**src/rtl/qf_rfm_pkg.sv**
```systemverilog
// Shared types and constants for the FCB register-file memory read sequencer.
// Holds the sequencer state encoding and the beat-per-word helpers.
package qf_rfm_pkg;

    typedef enum logic [1:0] {
        IDLE,
        FETCH,
        SEND,
        DONE
    } rfm_rd_state_e;

    // Index width for a beat counter; a single-beat word still needs one bit.
    function automatic int rfm_idx_w(input int beats);
        return (beats > 1) ? $clog2(beats) : 1;
    endfunction

    localparam int RFM_BEATS_PER_WORD = 64 / 32;
    localparam int RFM_BEAT_IDX_W     = rfm_idx_w(RFM_BEATS_PER_WORD);

endpackage

```
**src/rtl/qf_rfm_beat_mux.sv**
```systemverilog
// Word buffer and beat selector for the register-file read stream.
// Ports: clk/rst_n, load (capture word_in), idx (beat select), beat (selected
// slice, beat 0 = least-significant). With QL_RFM_RD_PARITY_EN: par = ^beat.
module qf_rfm_beat_mux #(
    parameter int W     = 64,
    parameter int B     = 32,
    parameter int IDX_W = 1
) (
    input  logic             clk,
    input  logic             rst_n,
    input  logic             load,
    input  logic [W-1:0]     word_in,
    input  logic [IDX_W-1:0] idx,
    output logic [B-1:0]     beat
`ifdef QL_RFM_RD_PARITY_EN
    ,
    output logic             par
`endif
);

    localparam int BEATS = W / B;

    logic [BEATS-1:0][B-1:0] word_q;

    always_ff @(posedge clk or negedge rst_n) begin
        if (!rst_n) begin
            word_q <= '0;
        end else if (load) begin
            word_q <= word_in;
        end
    end

    assign beat = word_q[idx];

`ifdef QL_RFM_RD_PARITY_EN
    // Derived from registered data, so it moves exactly with the beat.
    assign par = ^beat;
`endif

endmodule

```
**src/rtl/qf_rfm_rd_seq.sv**
```systemverilog
// Read-side sequencer for the FCB register-file memory: sweeps rfm_rd_addr over
// a programmed range and streams each word as beats on a valid/ready port.
// Ports: fcb_sys_clk/fcb_sys_rst_n; rdc_start/rdc_start_addr/rdc_word_cnt
// command; rdc_abort; rdc_busy/rdc_done status; rfm_rd_addr/rfm_rd_data memory
// port; rdc_tx_data/valid/ready/last stream. Option QL_RFM_RD_PARITY_EN adds
// rdc_tx_par (even parity of rdc_tx_data).
module qf_rfm_rd_seq
    import qf_rfm_pkg::*;
#(
    parameter int PAR_MEMORY_WIDTH_BIT = 64,
    parameter int PAR_MEMORY_DEPTH_BIT = 4,
    parameter int PAR_BEAT_WIDTH_BIT   = 32
) (
    input  logic                            fcb_sys_clk,
    input  logic                            fcb_sys_rst_n,
    input  logic                            rdc_start,
    input  logic [PAR_MEMORY_DEPTH_BIT-1:0] rdc_start_addr,
    input  logic [PAR_MEMORY_DEPTH_BIT:0]   rdc_word_cnt,
    input  logic                            rdc_abort,
    output logic                            rdc_busy,
    output logic                            rdc_done,
    output logic [PAR_MEMORY_DEPTH_BIT-1:0] rfm_rd_addr,
    input  logic [PAR_MEMORY_WIDTH_BIT-1:0] rfm_rd_data,
    output logic [PAR_BEAT_WIDTH_BIT-1:0]   rdc_tx_data,
    output logic                            rdc_tx_valid,
    input  logic                            rdc_tx_ready,
    output logic                            rdc_tx_last
`ifdef QL_RFM_RD_PARITY_EN
    ,
    output logic                            rdc_tx_par
`endif
);

    localparam int D        = PAR_MEMORY_DEPTH_BIT;
    localparam int BEATS    = PAR_MEMORY_WIDTH_BIT / PAR_BEAT_WIDTH_BIT;
    localparam int IDX_W    = rfm_idx_w(BEATS);
    localparam logic [IDX_W-1:0] LAST_IDX = IDX_W'(BEATS - 1);

    if (PAR_MEMORY_WIDTH_BIT % PAR_BEAT_WIDTH_BIT != 0) begin : g_width_chk
        $error("PAR_MEMORY_WIDTH_BIT must be a multiple of PAR_BEAT_WIDTH_BIT");
    end

    rfm_rd_state_e    state, state_nxt;
    logic [D:0]       remaining;
    logic [IDX_W-1:0] idx;
    logic             start_acc;
    logic             load;
    logic             beat_hs;
    logic             word_end;

    always_ff @(posedge fcb_sys_clk or negedge fcb_sys_rst_n) begin
        if (!fcb_sys_rst_n) begin
            state <= IDLE;
        end else begin
            state <= state_nxt;
        end
    end

    // Abort wins over everything, including a start arriving in IDLE.
    always_comb begin
        state_nxt = state;
        start_acc = 1'b0;
        load      = 1'b0;
        beat_hs   = 1'b0;
        word_end  = 1'b0;
        unique case (state)
            IDLE: begin
                if (rdc_start && !rdc_abort) begin
                    start_acc = 1'b1;
                    state_nxt = (rdc_word_cnt != '0) ? FETCH : DONE;
                end
            end
            FETCH: begin
                load      = !rdc_abort;
                state_nxt = SEND;
            end
            SEND: begin
                beat_hs  = rdc_tx_ready && !rdc_abort;
                word_end = beat_hs && (idx == LAST_IDX);
                if (word_end) begin
                    state_nxt = (remaining > (D+1)'(1)) ? FETCH : DONE;
                end
            end
            DONE: begin
                state_nxt = IDLE;
            end
            default: begin
                state_nxt = IDLE;
            end
        endcase
        if (rdc_abort) begin
            state_nxt = IDLE;
        end
    end

    always_ff @(posedge fcb_sys_clk or negedge fcb_sys_rst_n) begin
        if (!fcb_sys_rst_n) begin
            rfm_rd_addr <= '0;
            remaining   <= '0;
            idx         <= '0;
        end else begin
            if (start_acc) begin
                rfm_rd_addr <= rdc_start_addr;
                remaining   <= rdc_word_cnt;
            end
            if (load) begin
                idx <= '0;
            end else if (beat_hs && !word_end) begin
                idx <= idx + 1'b1;
            end
            // Address advances after every word, wrapping naturally.
            if (word_end) begin
                remaining   <= remaining - 1'b1;
                rfm_rd_addr <= rfm_rd_addr + 1'b1;
            end
        end
    end

    assign rdc_busy     = (state != IDLE);
    assign rdc_done     = (state == DONE);
    assign rdc_tx_valid = (state == SEND);
    assign rdc_tx_last  = rdc_tx_valid && (remaining == (D+1)'(1))
                          && (idx == LAST_IDX);

    qf_rfm_beat_mux #(
        .W     (PAR_MEMORY_WIDTH_BIT),
        .B     (PAR_BEAT_WIDTH_BIT),
        .IDX_W (IDX_W)
    ) u_beat_mux (
        .clk     (fcb_sys_clk),
        .rst_n   (fcb_sys_rst_n),
        .load    (load),
        .word_in (rfm_rd_data),
        .idx     (idx),
        .beat    (rdc_tx_data)
`ifdef QL_RFM_RD_PARITY_EN
        ,
        .par     (rdc_tx_par)
`endif
    );

endmodule

```
**config.mk**
```make
export PLATFORM = sky130hd
export DESIGN_NAME = qf_rfm_rd_seq
export DESIGN_NICKNAME = d
export VERILOG_FILES = /design/src/rtl/qf_rfm_pkg.sv /design/src/rtl/qf_rfm_beat_mux.sv /design/src/rtl/qf_rfm_rd_seq.sv
export SDC_FILE = /design/constraint.sdc
export NUM_CORES = 1
export LEC_CHECK = 0
export BUFFER_PORTS_ARGS = -buffer_cell sky130_fd_sc_hd__buf_2
export CAP_MARGIN = 25
export CORE_MARGIN = 5
export CORE_UTILIZATION = 45
export CTS_BUF_LIST = sky130_fd_sc_hd__clkbuf_2
export DETAILED_ROUTE_END_ITERATION = 16
export PLACE_DENSITY = 0.79
export SLEW_MARGIN = 40
export SYNTH_ARGS = -nofsm -noshare
export SYNTH_HDL_FRONTEND = slang
export SYNTH_SLANG_ARGS = --single-unit
export TNS_END_PERCENT = 30
```
**constraint.sdc**
```tcl
create_clock -name fcb_sys_clk -period 1.6 [get_ports fcb_sys_clk]
set_input_delay 0.16 -clock fcb_sys_clk [delete_from_list [all_inputs] [get_ports fcb_sys_clk]]
set_output_delay 0.16 -clock fcb_sys_clk [all_outputs]
set_load 0.05 [all_outputs]
```
======== Word-level counts from Yosys, hierarchy flattened ========
Index checks and enable logic that the tools add are counted.
cells by class
  reductions and logical operators ........ 14
  equal/unequal tests ..................... 6
  magnitude comparators ................... 2
  multiplexer cells ....................... 19
  $add $sub $neg .......................... 3
operators with widths
  operator                                                                  number
  32-bit 2-to-1 mux                                                         2
  2-bit 2-to-1 mux                                                          5
  5-bit 2-to-1 mux                                                          2
  4-bit 2-to-1 mux                                                          2
  2-bit one-hot mux with 4 select lines                                     1
  1-bit 2-to-1 mux                                                          7
  1-bit logical AND                                                         6
  2-bit nonzero test                                                        3
  5-bit by 1-bit == test with 1-bit output (second input constant)          1
  5-bit by 1-bit > comparator with 1-bit output (second input constant)     1
  5-bit nonzero test                                                        1
  5-bit by 1-bit subtractor with 5-bit output (second input constant)       1
  4-bit by 1-bit adder with 4-bit output (second input constant)            1
  2-bit == test (second input constant)                                     2
  3-bit by 2-bit inequality test with 1-bit output (second input constant)  1
  3-bit inequality test (second input constant)                             1
  2-bit by 1-bit == test with 1-bit output (second input constant)          1
  1-bit zero test                                                           2
  2-bit zero test                                                           1
  1-bit by 2-bit < comparator with 1-bit output (second input constant)     1
  2-bit AND reduction                                                       1
  1-bit adder (second input constant)                                       1
word-level totals
  output and inout bits ................... 40
  logic and storage cells ................. 50
  bits in registers ....................... 76
  input bits .............................. 78

======== Logic depth before layout (Yosys ltp) ========
Gate-level depths: netlist (run 1).
  depth in word-level cells ............... 8
  depth in mapped cells ................... 5
  depth with buffers taken out ............ 5

======== Hierarchy ========
A second synthesis (run 1) with hierarchy kept.
unflattened totals
  cell total of the unflattened synthesis .. 254
  area, all modules ....................... 3910.0 µm²
by module, submodules not included
  module           area each (µm²)  sequential area each (µm²)  cells an instance  instances
  qf_rfm_beat_mux  3099.2           1601.5                      171                1
  qf_rfm_rd_seq    810.8            300.3                       83                 1

======== Least setup slack after synthesis (run 1) ========
No wires, ideal clock.
  path kind ............................... register to output
  start ................................... register idx
  end ..................................... output rdc_tx_last
  data required time ...................... 1440 ps
  path slack .............................. -1025 ps
  arrival ................................. 2465 ps
  cell stages (with the launch flop) ...... 4
  path buffers ............................ 1
  cell sequence ........................... dfrtp_1 > clkbuf_1 > nand2_1 > nor4b_1
between the ends
  cells in the longest elaborated chain, start to end .. 1
ends and longest elaborated chain
  item                    RTL line              text
  start, declared         qf_rfm_rd_seq.sv:45   logic [IDX_W-1:0] idx;
  start signal, assigned  qf_rfm_rd_seq.sv:109  idx <= idx + 1'b1;
  1-bit logical AND       qf_rfm_rd_seq.sv:123  && (idx == LAST_IDX);
  end, declared           qf_rfm_rd_seq.sv:27   output logic rdc_tx_last
No other way between the ends.

======== Worst setup path in the final report (run 1) ========
  start ................................... register remaining[1]
  end ..................................... output rdc_tx_last
between the ends
  cells in the longest elaborated chain, start to end .. 3
ends and longest elaborated chain
  item                                      RTL line              text
  start, declared                           qf_rfm_rd_seq.sv:44   logic [D:0] remaining;
  start signal, assigned                    qf_rfm_rd_seq.sv:104  remaining <= rdc_word_cnt;
  start signal, assigned                    qf_rfm_rd_seq.sv:113  remaining <= remaining - 1'b1;
  5-bit by 1-bit == test with 1-bit output  qf_rfm_rd_seq.sv:122  assign rdc_tx_last = rdc_tx_valid && (remaining == (D+1)'(1))
  1-bit logical AND                         qf_rfm_rd_seq.sv:122
  1-bit logical AND                         qf_rfm_rd_seq.sv:123
No other way between the ends.

==> results.cfg, run 1 <==
[final_layout]
fillCellCount = 466
layout.nets = 545
drive_above_1_share_pct = 57.91
num_antenna_cells = 0
fin_cells = 570
area.growth.synth_to_final_pct = 63.80
fin_area_um2 = 5689

[floorplanning]
die-area_um2 = 9576
start_util_pct = 45.66
dieHeight_um = 97.86
io_pins = 118
rows = 32
coreArea_um2 = 7607
die_w_um = 97.86

[global_routing]
antenna_found_initial = 0
grt_usage_pct = 20.54
grt_overflow = 0
first_global_vias = 3247
grt_pass1_wl_um = 15860
grt_max_degree = 38

[sta]
setup_viol = 38
max_slew.worst_pin.slew_ns = 0.3434
fmax_mhz = 552.6
final.setup.worst_slack_ns = -0.2098
fin_crit_sh_pct = 113.1
hold_viol = 0
fin_worst_hold_slack_ns = 0.07743
slew_viol_final = 0
fin_skew_ns = 0.02740
max_slew_margin_pct = 77.06
min_period_ns = 1.810
grt_setup_unrepaired = true

[status]
status = finished, violations left
failed_checks = setup timing

[pwr]
power.density_nw_per_um2 = 1766
peakVddDrop_v = 0.001383
p_total_uw = 10050
leakage_uw = 0.002649

[synth]
ys_ff_latch = 76
syn_area_per_cell_um2 = 13.95
syn_area_um2 = 3473
yosys_most_used_dff = dfrtp_1
synthTopCellsByCount = mux2_2 (96), dfrtp_1 (76), buf_2 (10)
async_flop_share_pct = 100.0
synth_seq_area_share_pct = 54.76
syn_nets = 330
yosys-top-cells-area = dfrtp_1 (55%), mux2_2 (31%), buf_2 (1.4%)
ys_warn_count = 0
yosys.cell_count.top_type = mux2_2
synth_largest_area_cell = dfrtp_1
synth_cells = 249
synth_edf_count = 0
synth_top_cell_area_share_pct = 54.76
yosys.cell_types.count = 38

[place]
dp_cells = 467
gp_congestion = 0.8618
dp.final_hpwl_um = 5914
pre_cts_ws_ns = 0.03545
dpl_cell_area_um2 = 4272
io_buffers = 117

[drt]
drtPass1Iterations = 4
wl_um = 9599
post_drt_via_cell_ratio = 5.096
wl_per_cell_um = 16.84
vias = 2905
ant_nets = 0
drt_iter0_markers = 74
drc = 0

[clocking]
clock_sinks = 76
cts.path.max_buffers = 2
cts-root-buf = clkbuf_2
cts_tree = yes
cts_buffers = 9
insertion_delay_ns = 0.48
h-tree-depth = 3
cts.clk_slew.worst_paths_ns = 0.21

[setup_path]
timing.rr.end = remaining[4]$_DFFE_PN0P_
crit_path_end_kind = primary output
critPathCapture = rdc_tx_last
start_kind = register
r2r-start = remaining[1]$_DFFE_PN0P_
worstSetupPathType = reg2out
cp.arrival_ns = 1.65
reg2reg_depth = 11
path_max_fanout = 2
cp.required_ns = 1.44
rrSetupSlack_ns = -0.20
timing.critical_path.from = remaining[1]$_DFFE_PN0P_

[min_path]
min_path_type = in2async

[flow_run]
maxCapViolCount = 0
stage by stage:
step / setup TNS [ns] / utilization, %
after floorplan: -0.007800 / -
after global placement: 0 / 56.15
after detailed placement: 0 / 56.15
after CTS: -7.503 / 72.99
after global routing: -10.31 / 74.79
final: -5.405 / 74.79
layer usage:
metal / global-route usage [%] / wire length, µm
met1: 23.86 / 3819
met2: 36.49 / 5084
met3: 5.143 / 464
met4: 7.668 / 232
met5: 0 / 0
critical path, stage by stage (launching register included):
cell     delay, ns
dfrtp_1       0.44
inv_2         0.08
ha_4          0.13
inv_2         0.04
nor4b_4       0.27
buf_6         0.20
cell usage in the layout, fill, tap and decap left out, types with 2 or more instances in the layout:
cell | synthesis | routed
nor2_1 | 3 | 3
a221o_1 | 2 | 2
mux2_2 | 96 | 65
or3_1 | 2 | 2
ha_4 | 0 | 2
or2_2 | 2 | 2
mux2_4 | 0 | 31
bufinv_16 | 0 | 2
o311ai_0 | 4 | 2
dlygate4sd3_1 | 0 | 75
a21oi_1 | 3 | 3
clkinv_1 | 0 | 2
nand2_1 | 7 | 6
buf_4 | 0 | 20
inv_1 | 4 | 2
o311ai_1 | 1 | 3
clkbuf_2 | 0 | 10
nand2b_1 | 2 | 2
dfrtp_2 | 0 | 2
buf_12 | 0 | 5
buf_6 | 1 | 37
nand3_2 | 0 | 2
buf_2 | 10 | 80
dfrtp_1 | 76 | 74
inv_2 | 0 | 2
nand3_1 | 6 | 4
nor3_1 | 3 | 2
how the worst min path moves through the flow:
stage / to / slack [ns]
2_1_floorplan: idx$_DFFE_PN0P_ / -0.14
3_3_place_gp: remaining[4]$_DFFE_PN0P_ / 0.08
3_5_place_dp: remaining[4]$_DFFE_PN0P_ / 0.08
4_1_cts: remaining[4]$_DFFE_PN0P_ / 0.05
5_1_grt: remaining[4]$_DFFE_PN0P_ / 0.04
6_report: remaining[4]$_DFFE_PN0P_ / 0.08
where the power goes:
part | internal, µW | leakage (µW) | total (µW) | switching [µW]
clock | 513 | 0.0000775 | 1140 | 630
sequential | 2580 | 0.000903 | 2990 | 410
combinational | 2780 | 0.00167 | 5920 | 3140
total | 5860 | 0.00265 | 10000 | 4180
flip-flops by register name, summed over array words and instances, names as in the netlist:
signal             cells
idx                    1
rfm_rd_addr            4
state                  2
u_beat_mux.word_q     64
remaining              5
final cells by class:
class / instances / area (µm²) / share of cell area (%)
multi-input cells: 155 / 1683 / 29.58
clock buffers: 10 / 50.05 / 0.8797
flip-flops and latches: 76 / 1904 / 33.47
clock inverters: 5 / 76.32 / 1.342
inverters: 4 / 15.01 / 0.2639
repair buffers: 218 / 1833 / 32.22
well taps: 102 / 127.6 / 2.243
repair_timing:
action,4_1_cts,5_1_grt
pin swaps,5,1
resized for setup,96,35
hold endpoints to repair,150,0
hold buffers,75,0
setup buffers,11,2
endpoints found under the setup margin,36,77
cells by family (layout without fill, tap and decap cells):
family          after synthesis  after routing  share of synthesized area, %
compound gates               18             18                         4.071
fa+ha+maj                     3              3                         1.081
buf+inv                      18            237                         2.521
flops                        76             76                         54.75
mux                          96             96                         31.12
simple gates                 38             38                         6.449
(Power assumes the default switching activity.)
==> run 2: changes to the inputs <==
CORE_ASPECT_RATIO = 0.5   (was unset)
SLEW_MARGIN = unset   (was 40)
==> run 2 against run 1 <==
The flow still finishes with violations (setup timing). Sequential cell count unchanged. Global-route usage grew 0.70 points. Sequential share of layout area up 0.71 points. Routed wire length rose by 5.4%. Final area decreased by 2.1%. Core utilization rose by 0.44 points. Count of clock-buffer cells in the layout grew 1. Cell count fell by 1.9%. Non-clock buffer count down 6.
==> results.cfg, run 2 (same netlist as run 1, synthesis figures left out) <==
[drt]
wl_per_cell_um = 18.11
post_drt_via_cell_ratio = 5.011
drtPass1Iterations = 5
ant_nets = 0
wl_met1_um = 3939
drt_iter0_markers = 115
wl_met3_um = 385
wl_met2_um = 5599
top_layer = met4
vias = 2801
drc = 0
wl_um = 10120

[sta]
tns_ns = -10.48
max_slew_margin_pct = 73.02
fin_crit_sh_pct = 120.8
min_period_ns = 1.933
grt_setup_unrepaired = true
fin_skew_ns = 0.02258
slew_viol_final = 0
final.setup.worst_slack_ns = -0.3329
max_slew.worst_pin.slew_ns = 0.4048
hold_viol = 0
setup_viol = 38
fmax_mhz = 517.4

[setup_path]
cp.arrival_ns = 1.77
cp_slowest_stage_delay_ns = 0.46
start_kind = register
cp_cell_sequence = buf_12 -> buf_12 -> mux2_4 -> buf_6
path_max_fanout = 17
crit_slowest_cell = dfrtp_2
crit_path_end_kind = primary output
cp.required_ns = 1.44
cpMostUsedCell = buf_12
worstSetupPathType = reg2out

[global_routing]
grt_max_degree = 47
grt_overflow = 0
grt_pass1_wl_um = 16040
grt_usage_pct = 21.24
first_global_vias = 3187
antenna_found_initial = 0

[floorplanning]
dieHeight_um = 72.13
die_w_um = 134.2
io_pins = 118
rows = 22
coreArea_um2 = 7405
die-area_um2 = 9682
start_util_pct = 46.91

[place]
dp.final_hpwl_um = 5893
gp_congestion = 0.8291
io_buffers = 117

[pwr]
p_switching_uw = 4258
p_sw_share_pct = 43.18
p_clk_share_pct = 10.5
p_seq_share_pct = 30.3
leakage_uw = 0.002570
peakVddDrop_v = 0.001134
combPwrFrac_pct = 59.1
power.density_nw_per_um2 = 1770
intPower_uw = 5603

[clocking]
cts_tree = yes
clock_sinks = 76
cts.path.max_buffers = 2
insertion_delay_ns = 0.54
cts_buffers = 9
h-tree-depth = 3
cts.clk_slew.worst_paths_ns = 0.22
cts-root-buf = clkbuf_2

[final_layout]
layout.nets = 539
num_antenna_cells = 0
largest_register = u_beat_mux.word_q
layout_commonest_cell = buf_2
fin_util_pct = 75.23
largest_reg_flops = 64
reg_top3 = u_beat_mux.word_q: 64 flops, remaining: 5 flops, rfm_rd_addr: 4 flops
area.growth.synth_to_final_pct = 60.37
layout_common_cells = buf_2 (80), mux2_2 (78), dlygate4sd3_1 (75)
drive_above_1_share_pct = 57.02

[status]
failed_checks = setup timing
status = finished, violations left

[min_path]
min_path_type = in2async

[flow_run]
maxCapViolCount = 0
==> run 2: path summary, 6_finish.rpt <==
path | cells after the start | to | slack [ns] | start
setup / recovery | 4 | rdc_tx_data[3] | -0.33 | idx$_DFFE_PN0P_
hold / removal | 2 | u_beat_mux.word_q[10]$_DFFE_PN0P_ | 0.05 | fcb_sys_rst_n
setup reg to reg | 5 | remaining[3]$_DFFE_PN0P_ | -0.06 | state[1]$_DFFE_PN0P_
hold reg to reg | 1 | u_beat_mux.word_q[15]$_DFFE_PN0P_ | 0.53 | u_beat_mux.word_q[15]$_DFFE_PN0P_
max in group asynchronous | 3 | idx$_DFFE_PN0P_ | 0.94 | fcb_sys_rst_n
min in group fcb_sys_clk | 4 | state[1]$_DFFE_PN0P_ | 0.13 | rdc_start
==> run 2: power groups by stage <==
| stage | sequential [µW] | clock [µW] | combinational [µW] |
|---|---|---|---|
| 5_1_grt | 3070 | 1150 | 6070 |
| 6_report | 2990 | 1040 | 5830 |
| 3_5_place_dp | 3000 | 0 | 4330 |
| 3_3_place_gp | 2930 | 0 | 4260 |
| 2_1_floorplan | 2940 | 0 | 3420 |
| 4_1_cts | 2970 | 1070 | 5670 |
==> run 2: what timing repair did <==
item                       in CTS  in global routing
gates cloned                    1                  1
hold endpoints to repair      150                  0
hold buffers                   75                  0
pin swaps                       1                  2
setup endpoints to repair      37                 42
buffers inserted                6                  2
resized for setup              99                  7
==> run 2: layout make-up <==
cell class	instances	area, µm²
Clock buffer	11	55.05
Clock inverter	5	52.55
Fill cell	421	1834
Inverter	4	15.01
Multi-Input combinational cell	155	1609
Sequential cell	76	1904
Tap cell	96	120.1
Timing Repair Buffer	212	1814
==> run 2: routing by layer <==
layer  vias up  GRT usage [%]
met4         0          7.449
met5         -              0
met2        70          40.32
met1      1381          23.50
li1       1330              -
met3        20          5.332
==> run 2: through the flow <==
stage               worst slack (ns)  total power, µW  instance area [µm²]  hold WS, ns  cells
floorplan                  -0.007800             6363                 3490      -0.1356    249
global placement             0.08982             7189                 4262       0.1108    459
detailed placement        -0.0007735             7332                 4262       0.1159    459
CTS                          -0.3804             9708                 5517      0.02344    557
global route                 -0.4257            10300                 5570      0.05878    559
finish                       -0.3329             9862                 5570      0.04867    559
==> run 2: critical path: cells and delay by family, from the launching register on <==
kind / cells / cell delay [ns]
buffers and inverters: 3 / 0.46
multiplexers: 1 / 0.32
flip-flops: 1 / 0.46
